**src/rtl/push_source_pkg.sv**
```systemverilog
// Shared types and widths for the push_source transmit block.
package push_source_pkg;

  localparam int unsigned COUNT_WIDTH = 16;

  typedef enum logic [1:0] {
    IDLE = 2'd0,
    PUSH = 2'd1,
    GAP  = 2'd2
  } push_state_e;

endpackage

```
**src/rtl/push_source_fifo.sv**
```systemverilog
// Synchronous FIFO holding values waiting to be pushed; head is read combinationally.
module push_source_fifo #(
  parameter int unsigned DATA_WIDTH = 8,
  parameter int unsigned DEPTH      = 4
) (
  input  logic                  clk_i,
  input  logic                  reset_i,
  input  logic                  wr_en_i,
  input  logic [DATA_WIDTH-1:0] wr_data_i,
  input  logic                  rd_en_i,
  output logic [DATA_WIDTH-1:0] rd_data_o,
  output logic                  full_o,
  output logic                  empty_o
);

  localparam int unsigned AW = $clog2(DEPTH);
  localparam int unsigned PW = AW + 1;

  logic [PW-1:0]         wr_ptr_q;
  logic [PW-1:0]         rd_ptr_q;
  logic [DATA_WIDTH-1:0] mem_q [DEPTH];

  always_ff @(posedge clk_i) begin
    if (reset_i) begin
      wr_ptr_q <= '0;
      rd_ptr_q <= '0;
    end else begin
      if (wr_en_i) wr_ptr_q <= wr_ptr_q + PW'(1);
      if (rd_en_i) rd_ptr_q <= rd_ptr_q + PW'(1);
    end
  end

  // Storage needs no reset: a slot is only read after it has been written.
  always_ff @(posedge clk_i) begin
    if (wr_en_i) mem_q[wr_ptr_q[AW-1:0]] <= wr_data_i;
  end

  assign rd_data_o = mem_q[rd_ptr_q[AW-1:0]];
  assign empty_o   = (wr_ptr_q == rd_ptr_q);
  assign full_o    = (wr_ptr_q[AW] != rd_ptr_q[AW]) &&
                     (wr_ptr_q[AW-1:0] == rd_ptr_q[AW-1:0]);

endmodule

```
**src/rtl/push_source.sv**
```systemverilog
// Buffers producer loads and emits them as single-cycle pushes with programmable idle spacing.
module push_source
  import push_source_pkg::*;
#(
  parameter int unsigned DATA_WIDTH = 8,
  parameter int unsigned DEPTH      = 4,
  parameter int unsigned GAP_WIDTH  = 4
) (
  input  logic                   clk_i,
  input  logic                   reset_i,
  input  logic                   enable_i,
  input  logic [GAP_WIDTH-1:0]   gap_i,
  input  logic                   load_valid_i,
  input  logic [DATA_WIDTH-1:0]  load_data_i,
  output logic                   load_ready_o,
  output logic                   push_valid_o,
  output logic [DATA_WIDTH-1:0]  push_data_o,
  output logic [COUNT_WIDTH-1:0] count_o,
  output logic                   idle_o
);

  push_state_e            state_q, state_d;
  logic [GAP_WIDTH-1:0]   gap_cnt_q, gap_cnt_d;
  logic                   push_valid_q, push_valid_d;
  logic [DATA_WIDTH-1:0]  push_data_q, push_data_d;
  logic [COUNT_WIDTH-1:0] count_q, count_d;

  logic                  fifo_full;
  logic                  fifo_empty;
  logic [DATA_WIDTH-1:0] fifo_head;
  logic                  wr_en;
  logic                  pop;
  logic                  pop_ok;

  assign wr_en  = load_valid_i && !fifo_full;
  assign pop_ok = enable_i && !fifo_empty;

  push_source_fifo #(
    .DATA_WIDTH (DATA_WIDTH),
    .DEPTH      (DEPTH)
  ) u_fifo (
    .clk_i     (clk_i),
    .reset_i   (reset_i),
    .wr_en_i   (wr_en),
    .wr_data_i (load_data_i),
    .rd_en_i   (pop),
    .rd_data_o (fifo_head),
    .full_o    (fifo_full),
    .empty_o   (fifo_empty)
  );

  always_ff @(posedge clk_i) begin
    if (reset_i) begin
      state_q      <= IDLE;
      gap_cnt_q    <= '0;
      push_valid_q <= 1'b0;
      push_data_q  <= '0;
      count_q      <= '0;
    end else begin
      state_q      <= state_d;
      gap_cnt_q    <= gap_cnt_d;
      push_valid_q <= push_valid_d;
      push_data_q  <= push_data_d;
      count_q      <= count_d;
    end
  end

  // Pacing FSM: gap is captured once on leaving PUSH; a pending pop always waits for enable.
  always_comb begin
    state_d      = state_q;
    gap_cnt_d    = gap_cnt_q;
    push_valid_d = 1'b0;
    push_data_d  = push_data_q;
    count_d      = count_q;
    pop          = 1'b0;

    case (state_q)
      IDLE: begin
        if (pop_ok) pop = 1'b1;
      end
      PUSH: begin
        if (gap_i != '0) begin
          state_d   = GAP;
          gap_cnt_d = gap_i;
        end else if (pop_ok) begin
          pop = 1'b1;
        end else begin
          state_d = IDLE;
        end
      end
      GAP: begin
        if (gap_cnt_q > GAP_WIDTH'(1)) begin
          gap_cnt_d = gap_cnt_q - GAP_WIDTH'(1);
        end else if (pop_ok) begin
          pop = 1'b1;
        end else begin
          state_d = IDLE;
        end
      end
      default: state_d = IDLE;
    endcase

    if (pop) begin
      state_d      = PUSH;
      push_valid_d = 1'b1;
      push_data_d  = fifo_head;
      count_d      = count_q + COUNT_WIDTH'(1);
    end
  end

  assign load_ready_o = !fifo_full;
  assign push_valid_o = push_valid_q;
  assign push_data_o  = push_data_q;
  assign count_o      = count_q;
  assign idle_o       = fifo_empty && (state_q == IDLE) && !push_valid_q;

endmodule

```
**config.mk**
```make
export PLATFORM = sky130hd
export DESIGN_NAME = push_source
export DESIGN_NICKNAME = d
export VERILOG_FILES = /design/src/rtl/push_source_pkg.sv /design/src/rtl/push_source_fifo.sv /design/src/rtl/push_source.sv
export SDC_FILE = /design/constraint.sdc
export NUM_CORES = 1
export LEC_CHECK = 0
export ABC_AREA = 1
export CORE_UTILIZATION = 58
export DETAILED_ROUTE_END_ITERATION = 12
export GPL_ROUTABILITY_DRIVEN = 1
export GPL_TIMING_DRIVEN = 0
export MAX_ROUTING_LAYER = met4
export PLACE_DENSITY = 0.83
export SLEW_MARGIN = 5
export SYNTH_ARGS = -nofsm -noshare
export SYNTH_HDL_FRONTEND = slang
export SYNTH_SLANG_ARGS = --single-unit
```
**constraint.sdc**
```tcl
create_clock -name clk_i -period 3.3 [get_ports clk_i]
set_input_delay 0.495 -clock clk_i [delete_from_list [all_inputs] [get_ports clk_i]]
set_output_delay 0.495 -clock clk_i [all_outputs]
set_load 0.005 [all_outputs]
```
==> key figures <==
STA
  – RSZ-0062 raised after global routing: false
  – Max-slew headroom: 42.3%
  – Setup ws final: 806 ps
  – Fin crit period: 2490 ps
  – # setup viols final: 0
  – Worst-Margin Slew: approximately 860 ps
  – Final count of pins violating max slew: 0
  – Setup Skew: approximately 13 ps
  – Peak Freq: 401 MHz
  – Fin. Hold Viols: 0
  – Post-route setup TNS: 0 ps
  – Crit share post-route: 75.6%

Setup path
  – Crit end category: output port
  – Buf/Inv on CP: 3
  – Top cell by count, worst path: nand2_4
  – Crit path DAT: 2000 ps
  – R2r startpoint: u_fifo.rd_ptr_q[1]$_SDFFE_PP0P_
  – Critical path fanouts, max: 10
  – Critical Path Start: u_fifo.rd_ptr_q[0]$_SDFFE_PP0P_
  – WS Path Type: flop to output port
  – CP cell instances: buf_6 -> inv_4 -> nand2_4 -> nand2_4 -> nand3_4 -> nor3b_1 -> clkdlybuf4s50_1
  – R2r setup slk: 1160 ps
  – CP max-delay cell: clkdlybuf4s50_1
  – Critical Path Max Stage Delay: 550 ps
  – CP Data Required Time: 2800 ps
  – Startpoint types: flop
  – Worst path top cell family by delay: buffers and inverters

CTS
  – Reg clk slew, reported paths: 80 ps
  – Clk_lat worst skew: about 350 ps
  – H-tree depth: 3
  – # Post-CTS Setup Buffers: 0
  – CTS root buf: clkbuf_8
  – Hold_buf cts: 0
  – Max clock buf depth: 2
  – Post-CTS Resized: 0
  – CTS tree: built
  – Sink Count: 69
  – TritonCTS buffer count: 9

Die
  – I/O Pins: 43
  – Die height: 78.2 microns
  – Die X: 78.2 microns
  – Initial Util: 60.7%
  – Die ar.: 6110 sq um
  – Num rows: 27
  – Placeable Area: approximately 5500 sq um

Pwr
  – Largest vdd supply drop: between 0.3 and 0.4 mV
  – Lkg Pwr: 1.46 nW
  – Switching share of power: 31.0%
  – Combinational share of power: between 15 and 20%
  – Flop pwr share: between 40% and 50%
  – Total power draw: 2.02 mW
  – NetSw: between 600 and 700 uW
  – Power Internal: between 1 and 1.5 mW
  – Clk pwr share: 31.4%
  – Pwr dens: 499 nW/um^2

Drt
  – Initial drt markers: around 230
  – Via count: around 2,900
  – Post-route DRC: 0
  – Via density per instance: 5.57
  – WL/cell: 14.1 microns
  – First-pass DRT Iterations: 4
  – ANT nets after route: 0
  – Total Routed Length: 7.27 mm

Logic synthesis
  – Synthesized instance count: 386
  – Synth Register Bits: between 60 and 70
  – Number of synthesis warnings: 0
  – Yosys top cell by area: edfxtp_1
  – Syn avg cell area: 8.72 sq um
  – Count of cell types in the netlist: 35
  – Yosys top cell area share: between 20 and 30%
  – Syn Nets: 414
  – Sequential fraction of the synthesis area: approximately 51%
  – Synth area leaders: edfxtp_1 (29%), dfxtp_1 (22%), o21ai_0 (7.4%)
  – Post-Syn Area: 3370 sq um

Finish
  – Reg area: 1700 sq um
  – Nets: 466
  – Most common cell after layout, fill and taps aside: nand2_1
  – Share of layout cells above drive strength 1: 8.58%
  – Most frequent cells in the layout: nand2_1 (64), o21ai_0 (50), nor2_1 (42), clkdlybuf4s50_1 (41), inv_1 (40)
  – Fill count: 411
  – Area delta synth->final: 20.3%
  – Ant diodes: 0
  – Multi-input gate area: 1410 sq um

Global route
  – Antenna violations before repair: 0
  – Grt total ovfl: 0
  – Largest net degree at the start of global routing: 15
  – Vias in the first global route: 2,589
  – First-pass GRT wire length: ~12 mm
  – Total GRT Usage: 26.4%

Worst hold path
  – Worst Hold Launch: push_data_o[2]$_SDFFE_PP0P_
  – Hold WC Path Type: flop to flop

Place
  – Detail Placement HPWL: 4.89 mm
  – Setup WS pre-CTS: 1080 ps
  – IO buf count: 41
  – GPL Wtd Cong: 0.864

Status
  – Outcome: finished, final reports clean

Run
  – Max_cap viols: 0
layer usage:
layer  share of wire [%]  GRT usage (%)  vias to the layer above
li1                    -              -                     1405
met1                  43           32.2                     1346
met2                  50           43.6                       99
met3                 5.6           4.19                       17
met4                 2.0           11.3                        0
met5                   0              -                        -
cell families (layout without fill, tap and decap cells):
kind of cell	Yosys count	count (layout)	share of synthesized area, %
adders and majority gates	12	12	4.46
AOI/OAI and AO/OA	89	89	13.9
xor gates and xnor gates	10	10	2.60
DFF	69	69	50.6
and+or+nand+nor	150	150	20.9
buffers and inverters	56	113	7.58
area by class of cell:
type / count / area share [%]
clock inverter: 7 / 1.45
tap: 72 / 2.22
sequential: 69 / 42.0
buffer: 13 / 2.13
clock buffer: 9 / 3.06
timing repair buffer: 41 / 10.1
multi-input combinational: 261 / 34.8
inverter: 43 / 4.17
synth_stat cells:
master and number:
o21ai_2 1, nand3_1 25, nand4_1 6, o21a_1 1, xor2_1 8, a21boi_0 1, inv_1 40, inv_6 1
nor3b_1 1, xnor2_1 2, nand3_4 2, edfxtp_1 32, buf_6 3, a21oi_1 21, a21oi_2 1, o21ai_0 50
or2_2 1, o22ai_1 8, nand2_1 64, nor2_8 1, nand2_2 1, inv_2 1, nor3_1 2, buf_2 2
clkbuf_2 1, dfxtp_1 37, inv_4 1, nand2_4 4, ha_1 12, nor2_4 1, a31oi_1 1, buf_8 1
clkbuf_1 6, o21ai_1 5, nor2_1 42
worst register-to-register path: cells and delay by family (launching register included):
family | cells | cell delay (ps)
simple gates | 5 | 1160
buf+inv | 2 | 240
flops | 1 | 370
registers in the layout, summed over array words and instances (netlist names):
register / count
push_valid_o: 1
u_fifo.rd_ptr_q: 3
u_fifo.wr_ptr_q: 3
state_q: 2
u_fifo.mem_q: 32
gap_cnt_q: 4
push_data_o: 8
count_o: 16
path summary, 6_finish.rpt:
| kind | end | cells past startpoint |
|---|---|---|
| worst max-delay path | idle_o | 7 |
| worst max register to register | u_fifo.mem_q[3][4]$_DFFE_PP_ | 7 |
| worst min register to register | push_data_o[2]$_SDFFE_PP0P_ | 2 |
| worst min-delay path | push_data_o[2]$_SDFFE_PP0P_ | 2 |
per-stage QoR:
| step | hold WS (ps) | cell area (sq um) | cells | utilization [%] |
|---|---|---|---|---|
| after floorplan | 450 | 3370 | 386 | - |
| after global placement | 445 | 3870 | 499 | 69.8 |
| after detailed placement | 448 | 3870 | 499 | 69.8 |
| after CTS | 463 | 4050 | 515 | 73.1 |
| after global routing | 482 | 4050 | 515 | 73.1 |
| final | 459 | 4050 | 515 | 73.1 |
power groups by stage:
stage / Combinational, mW / Sequential [mW] / Clock (mW)
6_report: 0.401 / 0.985 / 0.636
5_1_grt: 0.444 / 0.993 / 0.678
4_1_cts: 0.402 / 0.985 / 0.644
3_5_place_dp: 0.397 / 1.00 / 0
3_3_place_gp: 0.387 / 1.00 / 0
2_1_floorplan: 0.255 / 0.998 / 0
Power figures use the tool's default switching activity.
